$ cat config.mk
export PLATFORM = sky130hd
export DESIGN_NAME = alu_cmd_sequencer_flat
export DESIGN_NICKNAME = d
export VERILOG_FILES = /design/src/rtl/alu_cmd_sequencer_if.sv /design/src/rtl/alu_cmd_sequencer.sv /design/src/flat_wrapper.sv
export SDC_FILE = /design/constraint.sdc
export NUM_CORES = 1
export LEC_CHECK = 0
export BUFFER_PORTS_ARGS = -buffer_cell sky130_fd_sc_hd__buf_4
export CAP_MARGIN = 10
export CORE_UTILIZATION = 46
export DETAILED_ROUTE_END_ITERATION = 12
export PLACE_DENSITY = 0.74
export SLEW_MARGIN = 10
export SYNTH_ARGS = -nofsm -noshare
export SYNTH_HDL_FRONTEND = slang
export SYNTH_SLANG_ARGS = --single-unit
$ cat constraint.sdc
create_clock -name i_clk -period 1.2 [get_ports i_clk]
set_input_delay 0.06 -clock i_clk [delete_from_list [all_inputs] [get_ports i_clk]]
set_output_delay 0.06 -clock i_clk [all_outputs]
set_load 0.01 [all_outputs]
$ cat src/rtl/alu_cmd_sequencer_if.sv
// rtl/alu_cmd_sequencer_if.sv - command and response valid/ready channels of the ALU sequencer
interface alu_cmd_sequencer_if #(
    parameter int WIDTH = 4
);
    logic             cmd_valid;
    logic             cmd_ready;
    logic [2:0]       cmd_op;
    logic [WIDTH-1:0] cmd_data;
    logic             rsp_valid;
    logic             rsp_ready;
    logic [WIDTH-1:0] rsp_data;
    logic             rsp_ovf;

    // Client side: issues commands, consumes responses
    modport master (
        output cmd_valid, cmd_op, cmd_data, rsp_ready,
        input  cmd_ready, rsp_valid, rsp_data, rsp_ovf
    );

    // Sequencer side: accepts commands, produces responses
    modport slave (
        input  cmd_valid, cmd_op, cmd_data, rsp_ready,
        output cmd_ready, rsp_valid, rsp_data, rsp_ovf
    );
endinterface

$ cat src/rtl/alu_cmd_sequencer.sv
// rtl/alu_cmd_sequencer.sv - accumulator command sequencer driving an external 4-bit ALU (option: ALU_SAT_EN clamps ADD/SUB overflow)
module alu_cmd_sequencer #(
    parameter int WIDTH = 4,
    parameter int CNT_W = 8
) (
    input  logic              i_clk,
    input  logic              i_rst_n,
    alu_cmd_sequencer_if.slave bus,
    output logic [WIDTH-1:0]  o_alu_a,
    output logic [WIDTH-1:0]  o_alu_b,
    output logic [2:0]        o_alu_op,
    input  logic [WIDTH-1:0]  i_alu_out,
    input  logic              i_alu_overflow,
    output logic              o_sticky_ovf,
    output logic [CNT_W-1:0]  o_op_count
);
    localparam logic [2:0] OP_ADD  = 3'b000;
    localparam logic [2:0] OP_SUB  = 3'b001;
    localparam logic [2:0] OP_CLRF = 3'b110;
    localparam logic [2:0] OP_LOAD = 3'b111;

    typedef enum logic [1:0] {
        S_IDLE  = 2'd0,
        S_ISSUE = 2'd1,
        S_RESP  = 2'd2
    } state_t;

    state_t           r_state;
    logic [WIDTH-1:0] r_acc;
    logic [WIDTH-1:0] r_alu_a;
    logic [WIDTH-1:0] r_alu_b;
    logic [2:0]       r_alu_op;
    logic             r_rsp_valid;
    logic [WIDTH-1:0] r_rsp_data;
    logic             r_rsp_ovf;
    logic             r_sticky_ovf;
    logic [CNT_W-1:0] r_op_count;

    logic [WIDTH-1:0] w_result;

`ifdef ALU_SAT_EN
    logic             w_is_arith;
    logic             w_clamp;
    logic [WIDTH-1:0] w_limit;

    // Signed overflow on ADD/SUB can only go past the limit on the side of operand A's sign
    assign w_is_arith = (r_alu_op == OP_ADD) || (r_alu_op == OP_SUB);
    assign w_clamp    = w_is_arith && i_alu_overflow;
    assign w_limit    = r_alu_a[WIDTH-1] ? {1'b1, {(WIDTH-1){1'b0}}}
                                         : {1'b0, {(WIDTH-1){1'b1}}};
    assign w_result   = w_clamp ? w_limit : i_alu_out;
`else
    assign w_result   = i_alu_out;
`endif

    // Ready only in IDLE, and forced low while reset is held so nothing is accepted during reset
    assign bus.cmd_ready = (r_state == S_IDLE) && i_rst_n;
    assign bus.rsp_valid = r_rsp_valid;
    assign bus.rsp_data  = r_rsp_data;
    assign bus.rsp_ovf   = r_rsp_ovf;
    assign o_alu_a       = r_alu_a;
    assign o_alu_b       = r_alu_b;
    assign o_alu_op      = r_alu_op;
    assign o_sticky_ovf  = r_sticky_ovf;
    assign o_op_count    = r_op_count;

    // Sequencer FSM: accept command, run one ALU cycle if needed, hold response until taken
    always_ff @(posedge i_clk or negedge i_rst_n) begin
        if (!i_rst_n) begin
            r_state      <= S_IDLE;
            r_acc        <= '0;
            r_alu_a      <= '0;
            r_alu_b      <= '0;
            r_alu_op     <= '0;
            r_rsp_valid  <= 1'b0;
            r_rsp_data   <= '0;
            r_rsp_ovf    <= 1'b0;
            r_sticky_ovf <= 1'b0;
            r_op_count   <= '0;
        end else begin
            case (r_state)
                S_IDLE: begin
                    if (bus.cmd_valid) begin
                        if (bus.cmd_op == OP_LOAD) begin
                            r_acc       <= bus.cmd_data;
                            r_rsp_data  <= bus.cmd_data;
                            r_rsp_ovf   <= 1'b0;
                            r_rsp_valid <= 1'b1;
                            r_state     <= S_RESP;
                        end else if (bus.cmd_op == OP_CLRF) begin
                            r_sticky_ovf <= 1'b0;
                            r_rsp_data   <= r_acc;
                            r_rsp_ovf    <= 1'b0;
                            r_rsp_valid  <= 1'b1;
                            r_state      <= S_RESP;
                        end else begin
                            // Op 101 is forwarded as-is; the ALU answers it with zero
                            r_alu_a  <= r_acc;
                            r_alu_b  <= bus.cmd_data;
                            r_alu_op <= bus.cmd_op;
                            r_state  <= S_ISSUE;
                        end
                    end
                end
                S_ISSUE: begin
                    r_acc        <= w_result;
                    r_rsp_data   <= w_result;
                    r_rsp_ovf    <= i_alu_overflow;
                    r_sticky_ovf <= r_sticky_ovf | i_alu_overflow;
                    r_rsp_valid  <= 1'b1;
                    r_state      <= S_RESP;
                end
                S_RESP: begin
                    if (bus.rsp_ready) begin
                        r_rsp_valid <= 1'b0;
                        if (r_op_count != {CNT_W{1'b1}}) begin
                            r_op_count <= r_op_count + {{(CNT_W-1){1'b0}}, 1'b1};
                        end
                        r_state <= S_IDLE;
                    end
                end
                default: begin
                    r_state <= S_IDLE;
                end
            endcase
        end
    end
endmodule

$ cat src/flat_wrapper.sv
// flat-port wrapper written by rule: the top's interface ports become plain ports
module alu_cmd_sequencer_flat 
#(
    parameter int WIDTH = 4,
    parameter int CNT_W = 8
)
  (i_clk, i_rst_n, o_alu_a, o_alu_b, o_alu_op, i_alu_out, i_alu_overflow, o_sticky_ovf, o_op_count, bus_cmd_valid, bus_cmd_op, bus_cmd_data, bus_rsp_ready, bus_cmd_ready, bus_rsp_valid, bus_rsp_data, bus_rsp_ovf);
  alu_cmd_sequencer_if #(.WIDTH(WIDTH)) bus_i ();
  input  logic i_clk;
  input  logic i_rst_n;
  output logic [WIDTH-1:0] o_alu_a;
  output logic [WIDTH-1:0] o_alu_b;
  output logic [2:0] o_alu_op;
  input  logic [WIDTH-1:0] i_alu_out;
  input  logic i_alu_overflow;
  output logic o_sticky_ovf;
  output logic [CNT_W-1:0] o_op_count;
  input wire logic [$bits(bus_i.cmd_valid)-1:0] bus_cmd_valid;
  input wire logic [$bits(bus_i.cmd_op)-1:0] bus_cmd_op;
  input wire logic [$bits(bus_i.cmd_data)-1:0] bus_cmd_data;
  input wire logic [$bits(bus_i.rsp_ready)-1:0] bus_rsp_ready;
  output wire logic [$bits(bus_i.cmd_ready)-1:0] bus_cmd_ready;
  output wire logic [$bits(bus_i.rsp_valid)-1:0] bus_rsp_valid;
  output wire logic [$bits(bus_i.rsp_data)-1:0] bus_rsp_data;
  output wire logic [$bits(bus_i.rsp_ovf)-1:0] bus_rsp_ovf;
  assign bus_i.cmd_valid = bus_cmd_valid;
  assign bus_i.cmd_op = bus_cmd_op;
  assign bus_i.cmd_data = bus_cmd_data;
  assign bus_i.rsp_ready = bus_rsp_ready;
  assign bus_cmd_ready = bus_i.cmd_ready;
  assign bus_rsp_valid = bus_i.rsp_valid;
  assign bus_rsp_data = bus_i.rsp_data;
  assign bus_rsp_ovf = bus_i.rsp_ovf;
  alu_cmd_sequencer #(.WIDTH(WIDTH), .CNT_W(CNT_W)) u_core (.i_clk(i_clk), .i_rst_n(i_rst_n), .bus(bus_i), .o_alu_a(o_alu_a), .o_alu_b(o_alu_b), .o_alu_op(o_alu_op), .i_alu_out(i_alu_out), .i_alu_overflow(i_alu_overflow), .o_sticky_ovf(o_sticky_ovf), .o_op_count(o_op_count));
endmodule
==> results.tsv, run 1 <==
metric	value	unit
highest routed layer	met4	
Peak supply drop	1245	uV
Worst Path Buf+Inv	1	
I/O Buffers	42	
wirelength, routed	4143	um
f_max	755.4	MHz
FF-to-FF Start	u_core.o_op_count[0]	
wire length on met1	1749	um
Fin. Hold Viols	0	
Netlist Area Pre-Place	0.001550	sq mm
FF+latch area	803.3	sq um
worst relative slew slack	71.67	%
crit path from	u_core.o_op_count[0]	
H-tree Lvls	2	
DP Wirelength	2606	um
Sink Count	32	
row cnt	20	
DRT iter0 DRCs	41	
post-synthesis async set-or-reset flop share	100.0	%
Synthesized Nets	141	
maximum clock path buffer count	2	
initial core utilization	49.56	%
Final WS setup	-0.1238	ns
Slew Limit Fails	0	
area delta synth->final	57.38	%
Cells after Synth	124	
Worst Path Required	1.42	ns
Layout fillers	212	
Lkg Pwr	1.163	nW
min-delay src	bus_cmd_op[0]	
Crit. End Element	flop	
GRT Overall Usage	25.54	%
number of placed I/O pins	43	
TritonCTS clock tree	yes	
Post-synth top flop	dfrtp_1	
unrepaired setup endpoints after global routing	true	
commonest cells after routing, fill and taps aside	buf_4, dfrtp_1, dlygate4sd3_1	
clock slew at reported path FFs	0.10	ns
Pwr Density	2098	mW/mm^2
yosys warns	0	
final setup vio count	25	
crit-path max cell delay	0.44	ns
utilization after layout	78.00	%
die height	60.05	um
initial antenna violation count	0	
crit path max fanout	3	
DRC violations left	0	
min-delay worst type	primary input to flop	
GR Overflow Total	0	
insertion delay to the later sink of the worst-skew pair	0.33	ns
met3 WL post-DR	110	um
die area	0.003606	sq mm
antenna viol nets, final	0	
total CTS buffers	5	
final worst path period share	110.3	%
clock period minus worst slack	1.324	ns
Distinct cells, synth	42	
vias in the first global route	1391	
multi-input logic area	788.3	sq um
Final Skew	0.008231	ns
Setup Crit Path Kind	flop to flop	
slowest CP cell	dfrtp_2	
Cell Chain, Critical Path	buf_4 -> and3_2 -> nand4_2 -> mux2_4	
Max Cap Viol	0	
via count	1342	
most common cell after layout, fill and taps aside	buf_4	
Synth Register Bits	32	
failing checks	setup timing	
CP top delay family	flip-flops	
pre-CTS setup slack	-0.09780	ns
DR WL/cell	16.25	um
ratio of cells with drive above 1 in the final layout	55.92	%
first-pass GRT wire length	6561	um
CP Launch Type	flop	
outcome	complete, but fails checks	
CORE AREA	0.003128	sq mm
sequential share of the synthesized area	51.65	%
Root Buffer	clkbuf_4	
crit path DAT	1.55	ns
Vias/cell	5.263	
Sum Neg Setup Slack	-1.632	ns
drt pass-1 iters	4	
Layout Nets	228	
Met2 Routed Length	2195	um
routability congestion estimate	0.8560	
die extent in x	60.05	um
largest net degree at the start of global routing	33	
n_diodes	0	
Slew @ Worst Pin	0.4249	ns
Syn Area/Cell	12.50	sq um
EDFF count, synth	0	
-- cell families after synthesis --
kind of cell | Yosys count | synth area share, %
fa+ha+maj | 1 | 0.8070
flops | 32 | 51.65
compound gates | 25 | 13.16
simple gates | 36 | 15.50
mux | 18 | 13.24
buf+inv | 9 | 3.954
xor+xnor | 3 | 1.695
-- synthesized netlist by cell type, types with 3 or more instances --
cell / number / area, sq um
o31ai_1: 6 / 45.04
nand3_1: 4 / 20.02
dfrtp_1: 32 / 800.8
nand4_2: 3 / 37.54
mux2_1: 5 / 56.30
a221o_1: 4 / 40.04
nand2_1: 5 / 18.77
nor2_1: 4 / 15.01
and3_1: 3 / 18.77
mux2i_1: 4 / 40.04
mux2_2: 7 / 78.83
buf_4: 3 / 22.52
nand2b_1: 5 / 31.28
nor4_1: 4 / 25.02
a2bb2oi_1: 3 / 26.28
-- routing by layer --
layer  track usage, %  up-vias
li1                 -      642
met5                0        -
met4            8.638        0
met3            7.576       10
met1            28.87      654
met2            45.56       36
-- tightest hold or removal path, delay by kind of cell --
kind                   cells  cell delay, ns
buffers and inverters      1            0.16
and+or+nand+nor            1            0.05
AOI/OAI and AO/OA          1            0.09
-- timing repair --
action | in CTS | in global routing
gates cloned | 1 | 0
endpoints found under the hold margin | 43 | 0
buffers inserted | 5 | 6
resized for setup | 19 | 11
pin swaps | 8 | 9
hold buffers | 12 | 0
endpoints found under the setup margin | 24 | 30
-- final timing paths --
check                      depth (start not counted)  slack, ns              endpoint
max                                                4      -0.12  u_core.o_op_count[7]
min                                                3       0.06   u_core.o_sticky_ovf
max reg2reg                                        4      -0.12  u_core.o_op_count[7]
min reg2reg                                        1       0.51    u_core.bus.rsp_ovf
max in group asynchronous                          3       0.52  u_core.o_op_count[1]
min in group asynchronous                          3       0.34    u_core.bus.rsp_ovf
-- report_power, final --
group	internal (mW)	switching, mW	total [mW]
registers	1.53	0.344	1.88
logic	1.51	1.05	2.56
clock network	0.332	0.352	0.684
total	3.37	1.75	5.12
-- registers in the layout (all words and copies together), names as in the netlist --
| signal | flops |
|---|---|
| u_core.o_sticky_ovf | 1 |
| u_core.r_state | 2 |
| u_core.o_alu_b | 4 |
| u_core.bus.rsp_valid | 1 |
| u_core.o_op_count | 8 |
| u_core.o_alu_a | 4 |
| u_core.o_alu_op | 3 |
| u_core.bus.rsp_ovf | 1 |
| u_core.bus.rsp_data | 4 |
| u_core.r_acc | 4 |
-- metrics by stage --
step / power, mW / area [sq um] / cells / hold slack [ns]
finish: 5.119 / 2440 / 255 / 0.05682
global route: 5.436 / 2440 / 255 / 0.06233
CTS: 4.947 / 2351 / 249 / 0.05367
detailed placement: 3.958 / 2052 / 224 / 0.1259
global placement: 3.887 / 2052 / 224 / 0.1159
floorplan: 2.896 / 1585 / 124 / -0.2356
-- area by class of cell --
class / count / area share (%)
inverter: 3 / 0.4615
timing repair buffer: 86 / 29.38
tap: 44 / 2.256
multi-input combinational: 83 / 32.31
clock buffer: 7 / 2.667
sequential: 32 / 32.92
No activity file was read; power rests on OpenSTA's default activity.
==> run 2, diff against run 1 <==
==> constraint.sdc (replaced) <==
create_clock -name i_clk -period 1.2 [get_ports i_clk]
set_input_delay 0.24 -clock i_clk [delete_from_list [all_inputs] [get_ports i_clk]]
set_output_delay 0.24 -clock i_clk [all_outputs]
set_load 0.01 [all_outputs]
==> run 2 against run 1 <==
Clock skew down 0.0065 ns. Clock-buffer cell count up 1. Sequential share of layout area up 0.12 points. Cell count down 1.6%. Largest power group unchanged. Sequential power about the same. Design area up 0.10%. Non-clock buffer count down 5. The flow still finishes with violations (setup timing). Setup slack worse by 0.096 ns. Clock power down 3.7%. Routed wire length up 3.2%. Sequential cell count unchanged. Critical path depth up 1.
==> results.tsv, run 2 (same netlist as run 1, synthesis figures left out) <==
metric	value	unit
f_max	704.4	MHz
CORE AREA	0.003128	sq mm
slowest CP cell	dfrtp_1	
maximum clock path buffer count	2	
most common cell after layout, fill and taps aside	buf_4	
pre-CTS setup slack	-0.1293	ns
Lkg Pwr	1.160	nW
post-route insts no fill	251	
Setup Crit Path Kind	flop to flop	
Area after DPL	0.002079	sq mm
Comb power frac	51.7	%
H-tree Lvls	2	
Final WS setup	-0.2197	ns
sequential share of power	35.8	%
largest net degree at the start of global routing	33	
Vias/cell	5.442	
DR WL/cell	17.04	um
total CTS buffers	5	
ratio of cells with drive above 1 in the final layout	61.35	%
worst relative slew slack	72.46	%
DRC violations left	0	
TritonCTS clock tree	yes	
Worst Path Required	1.43	ns
crit path DAT	1.65	ns
DRT iter0 DRCs	18	
die area	0.003606	sq mm
initial antenna violation count	0	
routability congestion estimate	0.8302	
number of placed I/O pins	43	
design area	0.002442	sq mm
Peak supply drop	1181	uV
crit-path max cell delay	0.42	ns
initial core utilization	49.56	%
CP Launch Type	flop	
row cnt	20	
GRT Overall Usage	26.40	%
failing checks	setup timing	
Slew Limit Fails	0	
utilization after layout	78.08	%
Fin Hold WS	0.1445	ns
outcome	complete, but fails checks	
Sw Ratio	34.53	%
first-pass GRT wire length	6734	um
drt pass-1 iters	4	
unrepaired setup endpoints after global routing	true	
clock period minus worst slack	1.420	ns
I/O Buffers	42	
wirelength, routed	4277	um
clock share of power	12.5	%
Sink Count	32	
crit path max fanout	4	
final worst path period share	118.3	%
Sum Neg Setup Slack	-2.973	ns
Final Skew	0.001707	ns
Cells after DPL	226	
Pwr Density	2157	mW/mm^2
Internal	3.449	mW
Pwr Total	5.268	mW
clock slew at reported path FFs	0.10	ns
Layout fillers	205	
commonest cells after routing, fill and taps aside	buf_4, dfrtp_1, buf_6	
Layout Nets	223	
Worst Path Buf+Inv	2	
max reg flops	8	
vias in the first global route	1390	
Cell Chain, Critical Path	buf_4 -> buf_6 -> and3b_2 -> nand4_2 -> mux2_4	
area delta synth->final	57.55	%
GR Overflow Total	0	
Slew @ Worst Pin	0.4131	ns
final setup vio count	32	
Max Cap Viol	0	
DP Wirelength	2620	um
min-delay worst type	primary input to flop	
insertion delay to the later sink of the worst-skew pair	0.34	ns
CP top delay family	flip-flops	
n_diodes	0	
Fin. Hold Viols	0	
NetSw	1.819	mW
antenna viol nets, final	0	
Crit. End Element	flop	
die height	60.05	um
via count	1366	
die extent in x	60.05	um
Root Buffer	clkbuf_4	
run 2: area by class of cell:
class                           instances  area (sq um)  area share [%]
Sequential cell                        32         807.0           33.04
Tap cell                               44         55.05           2.254
Timing Repair Buffer                   81         705.7           28.89
Inverter                                3         11.26          0.4611
Clock buffer                            8         58.81           2.408
Multi-Input combinational cell         83         804.5           32.94
run 2: worst paths after layout:
kind | start | to | depth (start not counted) | slack, ns
hold / removal | i_alu_out[2] | u_core.bus.rsp_data[2] | 2 | 0.14
hold reg to reg | u_core.o_alu_op[1] | u_core.o_alu_op[1] | 1 | 0.52
max in group asynchronous | i_rst_n | u_core.o_op_count[1] | 3 | 0.40
min in group asynchronous | i_rst_n | u_core.o_op_count[7] | 3 | 0.48
setup reg to reg | u_core.r_state[1] | u_core.o_op_count[7] | 5 | -0.22
setup / recovery | u_core.r_state[1] | u_core.o_op_count[7] | 5 | -0.22
run 2: routing by layer:
| layer | GRT usage (%) | wire length [um] | share of wire [%] | up-vias |
|---|---|---|---|---|
| met3 | 6.926 | 165 | 3.9 | 12 |
| met2 | 46.35 | 2191 | 51 | 39 |
| met5 | 0 | 0 | 0 | - |
| met4 | 10.63 | 108 | 2.5 | 0 |
| li1 | - | - | - | 637 |
| met1 | 30.33 | 1811 | 42 | 678 |
run 2: repair_timing:
action | in CTS | in global routing
endpoints found under the hold margin | 32 | 0
gates cloned | 1 | 0
resized for setup | 34 | 12
hold buffers | 1 | 0
buffers inserted | 13 | 2
pin swaps | 11 | 6
endpoints found under the setup margin | 31 | 38
run 2: power groups by stage:
stage	combinational (mW)	clock (mW)	sequential, mW
after floorplan	0.854	0	2.04
after global placement	2.04	0	1.86
after detailed placement	2.09	0	1.89
after CTS	2.59	0.674	1.88
after global routing	2.90	0.719	1.94
final	2.72	0.659	1.89
==> run 3, diff against run 2 <==
--- a/config.mk
+++ b/config.mk
@@ -7,6 +7,7 @@
 export LEC_CHECK = 0
 export BUFFER_PORTS_ARGS = -buffer_cell sky130_fd_sc_hd__buf_4
 export CAP_MARGIN = 10
+export CORE_MARGIN = 4
 export CORE_UTILIZATION = 46
 export DETAILED_ROUTE_END_ITERATION = 12
 export PLACE_DENSITY = 0.74
==> run 3 against run 2 <==
The flow still finishes with violations (setup timing). Global-route usage fell by 4.3 points. Cell count rose by 1.6%. Die area rose by 21%. Register-to-register slack barely moved. Critical path type is now flop to primary output. Highest routed layer unchanged.
==> results.tsv, run 3 (same netlist as run 1, synthesis figures left out) <==
metric	value	unit
n_diodes	0	
ratio of cells with drive above 1 in the final layout	66.82	%
area delta synth->final	67.88	%
Lkg Pwr	1.222	nW
largest net degree at the start of global routing	33	
Fin. Hold Viols	0	
CORE AREA	0.003128	sq mm
DR WL/cell	18.98	um
unrepaired setup endpoints after global routing	true	
clock period minus worst slack	1.475	ns
commonest cells after routing, fill and taps aside	buf_4, dfrtp_1, buf_6	
Crit. End Element	primary output	
crit path DAT	1.24	ns
row cnt	20	
initial antenna violation count	0	
I/O Buffers	42	
GRT Overall Usage	22.05	%
drt pass-1 iters	4	
max reg flops	8	
die extent in x	66.05	um
clock slew at reported path FFs	0.11	ns
wirelength, routed	4840	um
die height	66.05	um
final worst path period share	122.9	%
CP Launch Type	flop	
min-delay src	i_alu_out[1]	
DP Wirelength	2730	um
FF-to-FF Start	u_core.r_state[1]	
H-tree Lvls	2	
outcome	complete, but fails checks	
min-delay worst type	primary input to flop	
Layout fillers	173	
Layout Nets	227	
Worst Path Required	0.96	ns
total CTS buffers	5	
Setup Crit Path Kind	flop to primary output	
crit path max fanout	2	
most common cell after layout, fill and taps aside	buf_4	
Slew Limit Fails	0	
worst relative slew slack	72.94	%
Area after DPL	0.002072	sq mm
f_max	677.9	MHz
routability congestion estimate	0.8424	
Pwr Density	2155	mW/mm^2
first-pass GRT wire length	7169	um
TritonCTS clock tree	yes	
Max Cap Viol	0	
Root Buffer	clkbuf_4	
Hold Path Sink	u_core.bus.rsp_data[1]	
die area	0.004363	sq mm
Peak supply drop	1286	uV
antenna viol nets, final	0	
vias in the first global route	1440	
utilization after layout	83.20	%
hold path depth	2	
design area	0.002603	sq mm
number of placed I/O pins	43	
Final WS setup	-0.2752	ns
Sink Count	32	
Slew @ Worst Pin	0.4059	ns
worst reg-to-reg path cell count	5	
insertion delay to the later sink of the worst-skew pair	0.34	ns
via count	1412	
R2R Path End	u_core.o_op_count[1]	
maximum clock path buffer count	2	
Final Skew	0.01109	ns
final setup vio count	38	
DRT iter0 DRCs	61	
initial core utilization	49.56	%
Vias/cell	5.537	
r2r setup slk	-0.23	ns
DRC violations left	0	
failing checks	setup timing	
GR Overflow Total	0	
## run 3: changes by cell type in the layout (fill, tap and decap cells not counted), moves of 3 or more
cell / before / now
buf_4: 57 / 60
buf_6: 22 / 19
o31ai_1: 5 / 1
o31ai_4: 0 / 3
## run 3: worst max-delay path: stages, from the launching register on
cell	delay, ns
dfrtp_1	0.41
nor2_2	0.15
buf_4	0.13
and2_4	0.12
buf_6	0.09
## run 3: stage by stage
stage / setup WS [ns] / TNS [ns] / power [mW] / hold slack (ns) / instances
3_5_place_dp: -0.09874 / -1.161 / 3.991 / 0.2979 / 225
6_report: -0.2752 / -4.807 / 5.609 / 0.1389 / 255
3_3_place_gp: -0.06382 / -0.3817 / 3.919 / 0.2920 / 225
4_1_cts: -0.2568 / -2.348 / 5.224 / 0.1320 / 248
2_1_floorplan: -0.09210 / -0.2160 / 2.896 / -0.05559 / 124
5_1_grt: -0.3460 / -6.354 / 5.959 / 0.1196 / 255
## run 3: how the worst max path moves through the flow
stage                               from                   end  cells after the start
finish                 u_core.r_state[1]         bus_cmd_ready                      4
global route           u_core.r_state[1]         bus_cmd_ready                      4
CTS                    u_core.r_state[0]         bus_cmd_ready                      4
detailed placement     u_core.r_state[0]    u_core.o_alu_op[2]                      4
global placement       u_core.r_state[0]  u_core.o_op_count[7]                      3
floorplan           u_core.o_op_count[0]  u_core.o_op_count[1]                      4
## run 3: cell type report
cell class                 instances  area (sq um)  area share (%)
clock inverter                     2         10.01          0.3846
timing repair buffer              85         769.5           29.57
sequential                        32         805.8           30.96
tap                               44         55.05           2.115
multi-input combinational         83         892.1           34.28
clock buffer                       6         51.30           1.971
inverter                           3         18.77          0.7212
## run 3: layer usage
| layer | global-route usage [%] | up-vias | wire, um |
|---|---|---|---|
| met3 | 7.653 | 13 | 254 |
| met2 | 38.42 | 46 | 2674 |
| met4 | 7.360 | 0 | 89 |
| met1 | 25.05 | 715 | 1821 |
| li1 | - | 638 | - |
| met5 | 0 | - | 0 |
## run 3: repair_timing
action                                 4_1_cts  5_1_grt
setup endpoints to repair                   36       40
cloned                                       1        1
endpoints found under the hold margin       32        0
gates resized for setup                     46       23
buffers inserted                            13        7
pin swaps                                   14        7
hold buffers                                 1        0
## run 3: where the power goes
part	total [mW]	switching [mW]	internal [mW]
sequential	1.89	0.360	1.53
combinational	3.06	1.26	1.81
clock	0.653	0.375	0.278
total	5.61	1.99	3.62
